[src/rtl/sq_sum.sv]
// sq_sum: computes y = a*a + b*b using shift-and-add over 16 cycles.
// The adder is outside this block and is shared: the block presents two
// operands (reg1/reg2) and takes back their 17-bit sum in the same cycle.
module sq_sum (
    input  logic        clk_i,
    input  logic        rst_i,
    input  logic [7:0]  a_bi,
    input  logic [7:0]  b_bi,
    input  logic        start_i,
    output logic        ready,
    output logic        busy_o,
    output logic [16:0] y_bo,
    output logic [16:0] summator_reg1_sqsum,
    output logic [16:0] summator_reg2_sqsum,
    input  logic [16:0] summator_result_sqsum
);

    typedef enum logic [1:0] {
        IDLE = 2'd0,
        SQ_A = 2'd1,
        SQ_B = 2'd2
    } state_t;

    state_t      state_q, state_d;
    logic [2:0]  idx_q,   idx_d;
    logic [16:0] acc_q,   acc_d;
    logic [7:0]  a_q,     a_d;
    logic [7:0]  b_q,     b_d;
    logic [16:0] y_q,     y_d;

    // The operand being squared: a during SQ_A, b during SQ_B.
    logic [7:0]  op_sel;
    logic [16:0] op_shifted;
    logic        op_bit;

    assign op_sel     = (state_q == SQ_B) ? b_q : a_q;
    assign op_shifted = {9'b0, op_sel} << idx_q;
    assign op_bit     = op_sel[idx_q];

    assign ready  = (state_q == IDLE);
    assign busy_o = ~ready;
    assign y_bo   = y_q;

    // State register and datapath registers; synchronous active-low reset.
    always_ff @(posedge clk_i) begin
        if (!rst_i) begin
            state_q <= IDLE;
            idx_q   <= 3'd0;
            acc_q   <= 17'd0;
            a_q     <= 8'd0;
            b_q     <= 8'd0;
            y_q     <= 17'd0;
        end else begin
            state_q <= state_d;
            idx_q   <= idx_d;
            acc_q   <= acc_d;
            a_q     <= a_d;
            b_q     <= b_d;
            y_q     <= y_d;
        end
    end

    // Next-state logic and adder operand selection.
    always_comb begin
        state_d             = state_q;
        idx_d               = idx_q;
        acc_d               = acc_q;
        a_d                 = a_q;
        b_d                 = b_q;
        y_d                 = y_q;
        summator_reg1_sqsum = 17'd0;
        summator_reg2_sqsum = 17'd0;

        case (state_q)
            IDLE: begin
                if (start_i) begin
                    a_d     = a_bi;
                    b_d     = b_bi;
                    acc_d   = 17'd0;
                    idx_d   = 3'd0;
                    state_d = SQ_A;
                end
            end
            SQ_A, SQ_B: begin
                // Add the shifted operand only where its bit idx is set.
                summator_reg1_sqsum = acc_q;
                summator_reg2_sqsum = op_bit ? op_shifted : 17'd0;
                acc_d               = summator_result_sqsum;
                idx_d               = idx_q + 3'd1;
                if (idx_q == 3'd7) begin
                    if (state_q == SQ_A) begin
                        state_d = SQ_B;
                    end else begin
                        // acc keeps running from a*a into b*b; last sum is the result.
                        state_d = IDLE;
                        y_d     = summator_result_sqsum;
                    end
                end
            end
            default: begin
                state_d = IDLE;
            end
        endcase
    end

endmodule

[config.mk]
export PLATFORM = sky130hd
export DESIGN_NAME = sq_sum
export DESIGN_NICKNAME = d
export VERILOG_FILES = /design/src/rtl/sq_sum.sv
export SDC_FILE = /design/constraint.sdc
export NUM_CORES = 1
export LEC_CHECK = 0
export BUFFER_PORTS_ARGS = -buffer_cell sky130_fd_sc_hd__buf_2
export CAP_MARGIN = 20
export CELL_PAD_IN_SITES_DETAIL_PLACEMENT = 0
export CELL_PAD_IN_SITES_GLOBAL_PLACEMENT = 1
export CORE_MARGIN = 10
export CORE_UTILIZATION = 31
export CTS_BUF_LIST = sky130_fd_sc_hd__clkbuf_8
export DETAILED_ROUTE_END_ITERATION = 10
export PLACE_DENSITY = 0.8
export SETUP_SLACK_MARGIN = 0.02
export SYNTH_ARGS = -nofsm -noshare
export SYNTH_HDL_FRONTEND = slang
export SYNTH_SLANG_ARGS = --single-unit
[constraint.sdc]
create_clock -name clk_i -period 6.6 [get_ports clk_i]
set_input_delay 0.66 -clock clk_i [delete_from_list [all_inputs] [get_ports clk_i]]
set_output_delay 0.66 -clock clk_i [all_outputs]
set_load 0.05 [all_outputs]
**After elaboration in Yosys (flattened, before gate mapping)**

Index checks and enable logic that the tools add are counted.
Widths: inputs -> output; s select.

- Output and inout port bits: 53
- Flip-flop bits (word level): 55
- Word-level logic and storage cells: 37

- Bitwise logic cells: 2
- Eq/ne operators: 5
- Reductions and logical operators: 7
- $add $sub $neg: 1
- Order comparisons: 1
- Muxes and demuxes: 14
- Shift operators: 1

Operators with widths:

| cell | count |
|---|---|
| $mux 17 | 4 |
| $pmux 17 s2 | 1 |
| $shl 8x3->17 | 1 |
| $mux 8 | 1 |
| $mux 2 | 3 |
| $pmux 3 s2 | 1 |
| $reduce_and 2->1 | 3 |
| $lt 3x4->1 const B | 1 |
| $ne 2x2->1 const B | 2 |
| $pmux 2 s2 | 1 |
| $add 3x1->3 const B | 1 |
| $bmux 1 s3 | 1 |
| $eq 3x3->1 const B | 1 |
| $mux 3 | 1 |
| $reduce_and 3->1 | 1 |
| $eq 2x1->1 const B | 1 |
| $eq 2x2->1 const B | 1 |
| $logic_not 2->1 | 1 |
| $not 1->1 | 2 |
| $reduce_bool 2->1 | 1 |
| $reduce_or 2->1 | 1 |
| $mux 1 | 1 |

**Depth between registers and ports, before layout**

Gate-level depths: netlist of the first run.

- Depth in word-level cells: 6
- Depth in mapped cells: 8
- Mapped depth without buffers: 6

**Worst setup path after synthesis of the first run**

Ideal clock, no wire load.

- Path type: register to output
- From: reg state_q[0]
- To: out summator_reg2_sqsum[1]
- Stages on the path, launching flop included: 7
- Arrival time: 2.597 ns
- Buffers on the path: 1
- Setup slack: 3.343 ns
- Path through: dfxtp_1 -> inv_1 -> ha_1 -> buf_6 -> mux2i_1 -> nor2_1 -> nor4bb_1

- Word-level cells in the longest chain between the ends: 6
- Elaborated cells between the ends (all ways): 9
- Those cells by class: 2 x eq/ne; 1 x shift; 5 x mux; 1 x reduce/logical

Ends and longest elaborated chain:

| item | line | source |
|---|---|---|
| from (decl) | 24 | `state_t state_q, state_d;` |
| from (signal assigned) | 54 | `state_q <= state_d;` |
| $eq 2x2->1 | 36, 74 |  |
| $mux 8 | 36 | `assign op_sel = (state_q == SQ_B) ? b_q : a_q;` |
| $bmux 1 s3 | 38 | `assign op_bit = op_sel[idx_q];` |
| $mux 1 (implied by the code) | 38 |  |
| $mux 17 | 87 | `summator_reg2_sqsum = op_bit ? op_shifted : 17'd0;` |
| $mux 17 (*) | 74 | `case (state_q)` |
| to (decl) | 14 | `output logic [16:0] summator_reg2_sqsum,` |

Mark *: on every way between the ends. The rest lies on a longest branch, timed or not. The select of a mux whose other input is x is not followed.

**Final worst setup path of the first run**

- From: reg state_q[0]
- To: out summator_reg2_sqsum[5]

Same word-level chain as after synthesis.

==> summary.txt, run 1 <==
Timing
  – Min Clock Period, post-route: 3.69 ns
  – Max-slew violations: 0
  – Relative slew slack: 0.377
  – Final Hold Violating Endpoints: 0
  – # setup viols final: 0
  – Fmax achieved: 271 MHz
  – Setup TNS: 0 ns
  – Clk_skew: 0.00874 ns
  – RSZ-0062 raised after global routing: false
  – Final period util: 0.559
  – Final setup margin: 2.91 ns
  – Worst-Margin Slew: 0.935 ns

Final layout
  – Most frequent cells in the layout: buf_2, nand2_1, dfxtp_1, a21boi_1, nor2b_1
  – ANT cells: 0
  – Layout cells sized above 1: 0.273
  – Most common cell after layout, fill and taps aside: buf_2
  – Final #Nets: 426
  – Filler Cells Inserted: 894
  – Synth-to-layout area growth: 21.4%
  – Design area: 0.00336 mm^2
  – Multi-input logic area: 0.00153 mm^2
  – Register area: 0.00110 mm^2

Setup path
  – Reg-to-reg slack, setup: 4.21 ns
  – Startpoint types: flip-flop
  – CP arrival: 3.03 ns
  – R2R depth: 5
  – CP Launch Point: state_q[0]
  – Reg-to-reg endpoint: acc_q[11]
  – Worst setup path end: summator_reg2_sqsum[5]
  – Reg2reg start: state_q[0]
  – CP Class: flip-flop to output pin
  – Nature of the critical path endpoint: output pin
  – Crit-path max FO: 11
  – Critical Path RT: 5.94 ns

Global routing
  – Initial antenna violation count: 0
  – Wire length of the first global-routing pass: 12000 um
  – GRT Util Overall: 0.110
  – Largest net degree at the start of global routing: 56
  – Grt ovf: 0
  – Vias in the first global route: 2421

Power and ir drop
  – Flop pwr share: 0.383
  – Leak: 0.00138 uW
  – PwrDens: 326 mW/mm^2
  – Worst vdd ir: 0.000114 V
  – Clock share of power: 0.235
  – Switching Power: 425 uW
  – Combinational Power Share: 0.382
  – Switching Fraction: 0.388
  – P_int: 672 uW

Floorplanning
  – Die ar.: 0.0131 mm^2
  – Die width: 114 um
  – Num ports: 89
  – Initial Util: 0.317
  – Site Rows: 34
  – Core footprint: 0.00872 mm^2
  – Die height: 114 um

Clock tree
  – Root Buffer: clkbuf_8
  – CTS Buffer Depth: 2
  – Clk slew on worst S/H paths: 0.10 ns
  – Clk Latency, worst-skew pair: 0.30 ns
  – Post-CTS Resized: 0
  – Sink Count: 55
  – TritonCTS buffer count: 5
  – CTS tree: built
  – Setup bufs post-CTS: 0
  – Hold-fix buffers at CTS: 0
  – CTS H-tree depth: 2

Logic synthesis
  – Ys async rst share: 0
  – Post-synthesis register bit count: 55
  – Sequential share of the synthesized area: 0.398
  – Avg Inst Size Synth: 8.78 um^2
  – Commonest register cell after synthesis: dfxtp_1
  – Syn Inst Count: 315
  – Post-synth EDFFs: 0
  – Synth top area cells: dfxtp_1, nand2_1, a21boi_1, mux2i_1, nor2b_1
  – Post-synthesis cell type count: 30
  – Yosys top cell by area: dfxtp_1
  – Area share of the largest cell type after synthesis: 0.398
  – Yosys warnings: 0
  – Synthesized area: 0.00277 mm^2

Place
  – HPWL after DPL: 5560 um
  – Dpl ws: 3.23 ns
  – Gpl congestion: 0.780
  – Cell Area, Placed: 0.00323 mm^2
  – PortBufs: 86

Min path
  – HP Class: flip-flop to flip-flop
  – Hold depth: 2

Routing
  – DR pass1 iterations: 4
  – DR WL/cell: 14.8 um
  – Vias: 2345
  – Initial DRC count: 109
  – Vias per cell: 4.76
  – Remaining DRCs: 0
  – Routed wire length: 7320 um
  – Post-route antenna net violation count: 0

Outcome
  – Outcome: completed

Run
  – Max-Cap Viols: 0
worst min-delay path by stage:
stage,start,endpoint,slack [ns]
finish,y_bo[7],y_bo[7],0.46
global route,y_bo[13],y_bo[13],0.48
CTS,y_bo[0],y_bo[0],0.46
detailed placement,y_bo[7],y_bo[7],0.44
global placement,y_bo[16],y_bo[16],0.44
floorplan,a_q[0],a_q[0],0.43
flip-flops by register name, summed over array words and instances (netlist names):
register / flops
y_bo: 17
b_q: 8
a_q: 8
idx_q: 3
state_q: 2
acc_q: 17
routing by layer:
layer / wire [um] / vias to the layer above / global-route usage
li1: - / 1199 / -
met1: 3260 / 1093 / 0.130
met2: 3570 / 49 / 0.188
met3: 416 / 4 / 0.0288
met4: 61 / 0 / 0.0359
met5: 0 / - / 0
cell families (layout without fill, tap and decap cells):
group | after synthesis | after routing | share of synthesized area
flops | 55 | 55 | 0.398
buf+inv | 31 | 100 | 0.0502
mux | 26 | 26 | 0.113
other cells | 1 | 2 | 0.00136
simple gates | 132 | 132 | 0.232
compound gates | 64 | 64 | 0.179
fa+ha+maj | 6 | 6 | 0.0271
power by group through the flow:
stage	clock network (uW)	registers, uW	logic [uW]
after floorplan	0	403	354
after global placement	0	426	417
after detailed placement	0	428	425
after CTS	264	420	427
after global routing	279	427	467
final	257	420	419
final cells by class:
cell class / instances / area share
Multi-Input combinational cell: 230 / 0.457
Clock buffer: 5 / 0.0205
Clock inverter: 3 / 0.0190
Inverter: 5 / 0.00559
Sequential cell: 55 / 0.328
Tap cell: 108 / 0.0402
Timing Repair Buffer: 87 / 0.130
metrics by stage:
stage           util  hold slack, ns  total power (uW)  std cells
2_1_floorplan      -           0.434               756        316
3_3_place_gp   0.370           0.438               843        485
3_5_place_dp   0.370           0.445               852        485
4_1_cts        0.385           0.460              1110        493
5_1_grt        0.385           0.484              1170        493
6_report       0.385           0.459              1100        493
critical path: stages (launching register included):
cell and delay, ns:
dfxtp_1 0.34, inv_1 0.11, ha_1 0.52, mux2i_1 0.25, mux4_2 0.48, or2_0 0.40
a221oi_2 0.32, buf_2 0.30
synthesized netlist by cell type (all sizes together) (2+ instances only):
cell,n
nor2,11
mux2i,20
nor2b,23
mux4,4
clkbuf,20
inv,5
mux2,2
or2,2
dfxtp,55
nand2,70
a21boi,34
a221oi,3
and2,20
a22oi,19
buf,6
o22ai,4
a21oi,2
ha,6
(Power assumes the default switching activity.)
==> run 2, diff against run 1 <==
--- a/config.mk
+++ b/config.mk
@@ -5,6 +5,7 @@
 export SDC_FILE = /design/constraint.sdc
 export NUM_CORES = 1
 export LEC_CHECK = 0
+export ABC_AREA = 1
 export BUFFER_PORTS_ARGS = -buffer_cell sky130_fd_sc_hd__buf_2
 export CAP_MARGIN = 20
 export CELL_PAD_IN_SITES_DETAIL_PLACEMENT = 0
@@ -13,7 +14,7 @@
 export CORE_UTILIZATION = 31
 export CTS_BUF_LIST = sky130_fd_sc_hd__clkbuf_8
 export DETAILED_ROUTE_END_ITERATION = 10
-export PLACE_DENSITY = 0.8
+export PLACE_DENSITY = 0.84
 export SETUP_SLACK_MARGIN = 0.02
 export SYNTH_ARGS = -nofsm -noshare
 export SYNTH_HDL_FRONTEND = slang
==> constraint.sdc (replaced) <==
create_clock -name clk_i -period 3.8 [get_ports clk_i]
set_input_delay 0.38 -clock clk_i [delete_from_list [all_inputs] [get_ports clk_i]]
set_output_delay 0.38 -clock clk_i [all_outputs]
set_load 0.05 [all_outputs]
==> run 2 against run 1 <==
Wire length up 8.7%; clock power increased by 25%; combinational power increased to 2.5 times the previous value; largest cell class unchanged.
==> summary.txt, run 2 <==
Outcome
  – Outcome: completed

Routing
  – Routed wire length: 7950 um
  – Initial DRC count: 155
  – DR pass1 iterations: 4
  – Post-route antenna net violation count: 0
  – Vias: 2793
  – Vias per cell: 4.66
  – DR WL/cell: 13.3 um
  – Remaining DRCs: 0

Logic synthesis
  – Syn Inst Count: 418
  – Post-synthesis register bit count: 55
  – Commonest register cell after synthesis: dfxtp_1
  – Post-synth EDFFs: 0
  – Area share of the largest cell type after synthesis: 0.393
  – Ys async rst share: 0
  – Post-synthesis cell type count: 25
  – Avg Inst Size Synth: 6.71 um^2
  – Yosys warnings: 0
  – Sequential share of the synthesized area: 0.393
  – Synthesized area: 0.00280 mm^2
  – Synth top area cells: dfxtp_1, nand2_1, nor2_1, o21ai_0, nand3_1
  – Top-count cell post-synth: nand2_1
  – Yosys top cell by area: dfxtp_1
  – Synth cell count leaders: nand2_1, nor2_1, dfxtp_1, o21ai_0, nand3_1

Clock tree
  – Clk slew on worst S/H paths: 0.10 ns
  – CTS tree: built
  – Post-CTS Resized: 0
  – Clk Latency, worst-skew pair: 0.31 ns
  – TritonCTS buffer count: 5
  – Setup bufs post-CTS: 0
  – CTS Buffer Depth: 2
  – Root Buffer: clkbuf_8
  – Sink Count: 55
  – Hold-fix buffers at CTS: 0
  – CTS H-tree depth: 2

Timing
  – Clk_skew: 0.0143 ns
  – Min Clock Period, post-route: 2.64 ns
  – Relative slew slack: 0.455
  – Final period util: 0.694
  – Fmax achieved: 379 MHz
  – Max-slew violations: 0
  – # setup viols final: 0
  – Final Hold Violating Endpoints: 0
  – Final setup margin: 1.16 ns
  – Worst-Margin Slew: 0.818 ns
  – RSZ-0062 raised after global routing: false
  – Setup TNS: 0 ns

Run
  – Max-Cap Viols: 0

Floorplanning
  – Die width: 115 um
  – Die height: 115 um
  – Site Rows: 34
  – Initial Util: 0.320
  – Die ar.: 0.0132 mm^2
  – Core footprint: 0.00876 mm^2
  – Num ports: 89

Place
  – HPWL after DPL: 6160 um
  – PortBufs: 86
  – Gpl congestion: 0.819
  – Dpl ws: 1.50 ns
  – Inst Count DP: 591

Setup path
  – Most used cell, CP: inv_1
  – Reg-to-reg slack, setup: 1.70 ns
  – Critical Path RT: 3.42 ns
  – Slowest stage delay, CP: 0.36 ns
  – Critical-path top delay cell: dfxtp_1
  – Critical-path cell list: inv_1 -> ha_1 -> buf_4 -> inv_1 -> nor2_2 -> inv_1 -> nor2_1 -> a21oi_1 -> nor2_1 -> buf_2
  – CP arrival: 2.26 ns
  – CP Class: flip-flop to output pin
  – Startpoint types: flip-flop
  – Reg2reg start: state_q[0]
  – R2R depth: 7
  – Crit-path max FO: 21
  – Nature of the critical path endpoint: output pin
  – Reg-to-reg endpoint: acc_q[6]

Min path
  – Hold wc startpoint: summator_result_sqsum[5]
  – Hold depth: 3
  – HP Class: primary input to flip-flop
  – Hold Path End: y_bo[5]

Global routing
  – Vias in the first global route: 2677
  – GRT Util Overall: 0.116
  – GR peak layer: met2
  – M2 GR Usage: 0.179
  – Largest net degree at the start of global routing: 38
  – Initial antenna violation count: 0
  – Grt ovf: 0
  – Met3 usage in global routing: 0.0422
  – Wire length of the first global-routing pass: 12800 um
  – Met1 GRT Util: 0.151

Final layout
  – Layout cells sized above 1: 0.248
  – Synth-to-layout area growth: 19.1%
  – Final #Nets: 532
  – ANT cells: 0
  – Final Non-Filler Cells: 599
  – Final Core Density: 0.381
  – Most common cell after layout, fill and taps aside: nand2_1
  – Most frequent cells in the layout: nand2_1, buf_2, nor2_1, dfxtp_1, o21ai_0

Power and ir drop
  – Worst vdd ir: 0.000303 V
  – Leak: 0.00175 uW
  – Power after layout: 2150 uW
  – PwrDens: 643 mW/mm^2
[run 2: changes by cell type in the layout (fill, tap and decap cells not counted), sizes merged, moves of 17 or more]
cell,change
a21boi,-34
a21oi,+26
a22oi,-19
and2,-20
inv,+28
mux2i,-20
nand2,+43
nand3,+36
nor2,+54
nor2b,-23
nor3,+17
o21ai,+38
[run 2: logic make-up (layout without fill, tap and decap cells)]
kind of cell               after synthesis  in the layout  share of synthesized area
AOI/OAI and AO/OA                       66             66                      0.119
adders and majority gates                6              6                     0.0268
buffers and inverters                   57            129                     0.0955
DFF                                     55             55                      0.393
other                                    1              2                    0.00134
and+or+nand+nor                        233            233                      0.365
[run 2: layout make-up]
type / count / area [um^2]
Tap cell: 108 / 135
Timing Repair Buffer: 87 / 438
Clock inverter: 3 / 21.3
Multi-Input combinational cell: 307 / 1440
Fill cell: 955 / 5420
Inverter: 34 / 138
Sequential cell: 55 / 1100
Clock buffer: 5 / 68.8
[run 2: where the power goes]
| group | switching, uW | total, uW | leakage (uW) | internal, uW |
|---|---|---|---|---|
| clock | 191 | 321 | 0.0000495 | 130 |
| sequential | 77.8 | 768 | 0.000449 | 690 |
| combinational | 784 | 1060 | 0.00125 | 276 |
[run 2: worst max-delay path by stage]
stage | startpoint | end | cells past startpoint
2_1_floorplan | state_q[0] | summator_reg2_sqsum[11] | 7
3_3_place_gp | state_q[0] | summator_reg2_sqsum[9] | 11
3_5_place_dp | state_q[0] | summator_reg2_sqsum[9] | 10
4_1_cts | state_q[0] | summator_reg2_sqsum[9] | 10
5_1_grt | state_q[1] | summator_reg2_sqsum[10] | 10
6_report | state_q[0] | summator_reg2_sqsum[10] | 10
[run 2: metrics by stage]
stage / hold WS [ns] / cell area (um^2)
6_report: 0.311 / 3340
5_1_grt: 0.302 / 3340
4_1_cts: 0.303 / 3340
3_5_place_dp: 0.456 / 3250
3_3_place_gp: 0.452 / 3250
2_1_floorplan: 0.445 / 2810
[run 2: critical path: cells and delay by family (launching register included)]
kind / cells / cell delay, ns
fa+ha+maj: 1 / 0.28
simple gates: 3 / 0.44
flops: 1 / 0.36
buf+inv: 5 / 0.82
compound gates: 1 / 0.05
[run 2: metal layers]
layer | share of wire | vias to the layer above
li1 | - | 1476
met1 | 0.47 | 1243
met2 | 0.44 | 68
met3 | 0.082 | 6
met5 | 0 | -
met4 | 0.0079 | 0
==> run 3, diff against run 2 <==
--- a/config.mk
+++ b/config.mk
@@ -5,7 +5,7 @@
 export SDC_FILE = /design/constraint.sdc
 export NUM_CORES = 1
 export LEC_CHECK = 0
-export ABC_AREA = 1
+export ABC_AREA = 0
 export BUFFER_PORTS_ARGS = -buffer_cell sky130_fd_sc_hd__buf_2
 export CAP_MARGIN = 20
 export CELL_PAD_IN_SITES_DETAIL_PLACEMENT = 0
@@ -14,7 +14,7 @@
 export CORE_UTILIZATION = 31
 export CTS_BUF_LIST = sky130_fd_sc_hd__clkbuf_8
 export DETAILED_ROUTE_END_ITERATION = 10
-export PLACE_DENSITY = 0.84
+export PLACE_DENSITY = 0.83
 export SETUP_SLACK_MARGIN = 0.02
 export SYNTH_ARGS = -nofsm -noshare
 export SYNTH_HDL_FRONTEND = slang
==> constraint.sdc (replaced) <==
create_clock -name clk_i -period 2.3 [get_ports clk_i]
set_input_delay 0.23 -clock clk_i [delete_from_list [all_inputs] [get_ports clk_i]]
set_output_delay 0.23 -clock clk_i [all_outputs]
set_load 0.05 [all_outputs]
==> run 3 against run 2 <==
The run now ends with negative setup slack left; wire length decreased by 2.7%; largest power group unchanged; critical path depth decreased by 2; power is 49% higher; first-iteration DRC count is 28% lower; cell area grew 13%; register-to-register slack got worse by 1.4 ns; sequential cell count unchanged; clock skew shrank 0.0096 ns.
==> summary.txt, run 3 (same netlist as run 1, synthesis figures left out) <==
Floorplanning
  – Die width: 114 um
  – Num ports: 89
  – Initial Util: 0.317
  – Die ar.: 0.0131 mm^2
  – Site Rows: 34
  – Core footprint: 0.00872 mm^2
  – Die height: 114 um

Timing
  – RSZ-0062 raised after global routing: true
  – Relative slew slack: 0.475
  – Final period util: 1.15
  – # setup viols final: 13
  – Max-slew violations: 0
  – Clk_skew: 0.00468 ns
  – Worst-Margin Slew: 0.788 ns
  – Fmax achieved: 376 MHz
  – Min Clock Period, post-route: 2.66 ns
  – Hold WS: 0.160 ns
  – Final setup margin: -0.356 ns
  – Final Hold Violating Endpoints: 0
  – Setup TNS: -3.73 ns

Setup path
  – Most used cell, CP: buf_6
  – CP Launch Point: state_q[0]
  – Nature of the critical path endpoint: output pin
  – Reg2reg start: state_q[1]
  – Critical-path cell list: inv_2 -> ha_4 -> mux2i_2 -> mux4_2 -> or2_1 -> buf_6 -> a221oi_4 -> buf_6
  – Reg-to-reg slack, setup: 0.28 ns
  – CP arrival: 2.43 ns
  – Crit-path max FO: 10
  – Startpoint types: flip-flop
  – Critical-path top delay cell: mux4_2
  – Critical Path RT: 2.07 ns
  – CP Class: flip-flop to output pin
  – Slowest stage delay, CP: 0.46 ns

Place
  – Dpl ws: -0.135 ns
  – Cell Area, Placed: 0.00353 mm^2
  – Gpl congestion: 0.808
  – HPWL after DPL: 5980 um
  – PortBufs: 86

Global routing
  – Vias in the first global route: 2649
  – Largest net degree at the start of global routing: 56
  – Wire length of the first global-routing pass: 12800 um
  – Met3 usage in global routing: 0.0294
  – Grt ovf: 0
  – Met1 GRT Util: 0.133
  – M2 GR Usage: 0.211
  – GRT Util Overall: 0.117
  – GR peak layer: met2
  – Initial antenna violation count: 0

Final layout
  – Most common cell after layout, fill and taps aside: buf_2
  – Design area: 0.00376 mm^2
  – Final #Nets: 451
  – Filler Cells Inserted: 846
  – ANT cells: 0
  – Layout cells sized above 1: 0.358
  – Final Core Density: 0.431
  – Most frequent cells in the layout: buf_2, nand2_1, dfxtp_1, a21boi_1
  – Synth-to-layout area growth: 35.9%

Routing
  – Vias: 2477
  – DR WL/cell: 15.0 um
  – Vias per cell: 4.80
  – Remaining DRCs: 0
  – Post-route antenna net violation count: 0
  – DR pass1 iterations: 4
  – Initial DRC count: 112
  – Routed wire length: 7740 um

Clock tree
  – CTS H-tree depth: 2
  – CTS tree: built
  – Clk Latency, worst-skew pair: 0.30 ns
  – Root Buffer: clkbuf_8
  – CTS Buffer Depth: 2
  – Sink Count: 55
  – TritonCTS buffer count: 5
  – Clk slew on worst S/H paths: 0.09 ns

Min path
  – HP Class: primary input to flip-flop
  – Hold wc startpoint: a_bi[1]

Run
  – Max-Cap Viols: 0

Power and ir drop
  – Leak: 0.00158 uW
  – PwrDens: 854 mW/mm^2
  – Worst vdd ir: 0.000427 V

Outcome
  – Outcome: complete, but fails checks
  – Failing checks: negative setup slack
==> run 3: per-layer routing <==
| metal | wire length (um) | part of all wire | vias to the layer above |
|---|---|---|---|
| li1 | - | - | 1240 |
| met4 | 70 | 0.0090 | 0 |
| met1 | 3250 | 0.42 | 1165 |
| met5 | 0 | 0 | - |
| met3 | 481 | 0.062 | 5 |
| met2 | 3930 | 0.51 | 67 |
==> run 3: worst paths after layout <==
kind,cells past startpoint,end
worst min-delay path,3,a_q[1]
worst max register to register,8,y_bo[10]
worst min register to register,2,y_bo[4]
worst max-delay path,8,summator_reg2_sqsum[5]
==> run 3: layout make-up <==
cell class	count	area, um^2	share of cell area
Clock buffer	5	68.8	0.0183
Clock inverter	1	7.51	0.00200
Inverter	5	18.8	0.00499
Multi-Input combinational cell	230	1690	0.448
Sequential cell	55	1100	0.293
Tap cell	108	135	0.0360
Timing Repair Buffer	112	741	0.197
==> run 3: power by group <==
group,leakage [uW],internal (uW),switching (uW)
Clock,0.0000361,203,298
Sequential,0.000448,1090,93.0
Combinational,0.00110,608,920
==> run 3: what timing repair did <==
item,in CTS,in global routing
setup buffers,3,0
gates cloned,0,0
hold endpoints to repair,0,0
setup endpoints to repair,13,14
hold buffers,0,0
pin swaps,1,0
gates resized for setup,34,6
==> run 3: stage by stage <==
step,total power [uW],cells
after floorplan,2230,316
final,3210,516
after CTS,3230,516
after global placement,2650,507
after global routing,3430,516
after detailed placement,2690,507
==> run 3: critical path, delay by kind of cell, from the launching register on <==
kind,cells,cell delay [ns]
multiplexers,2,0.63
buffers and inverters,3,0.39
AO/OA/AOI/OAI,1,0.30
AND/OR/NAND/NOR,1,0.23
adder cells (fa/ha/maj),1,0.22
flip-flops,1,0.35
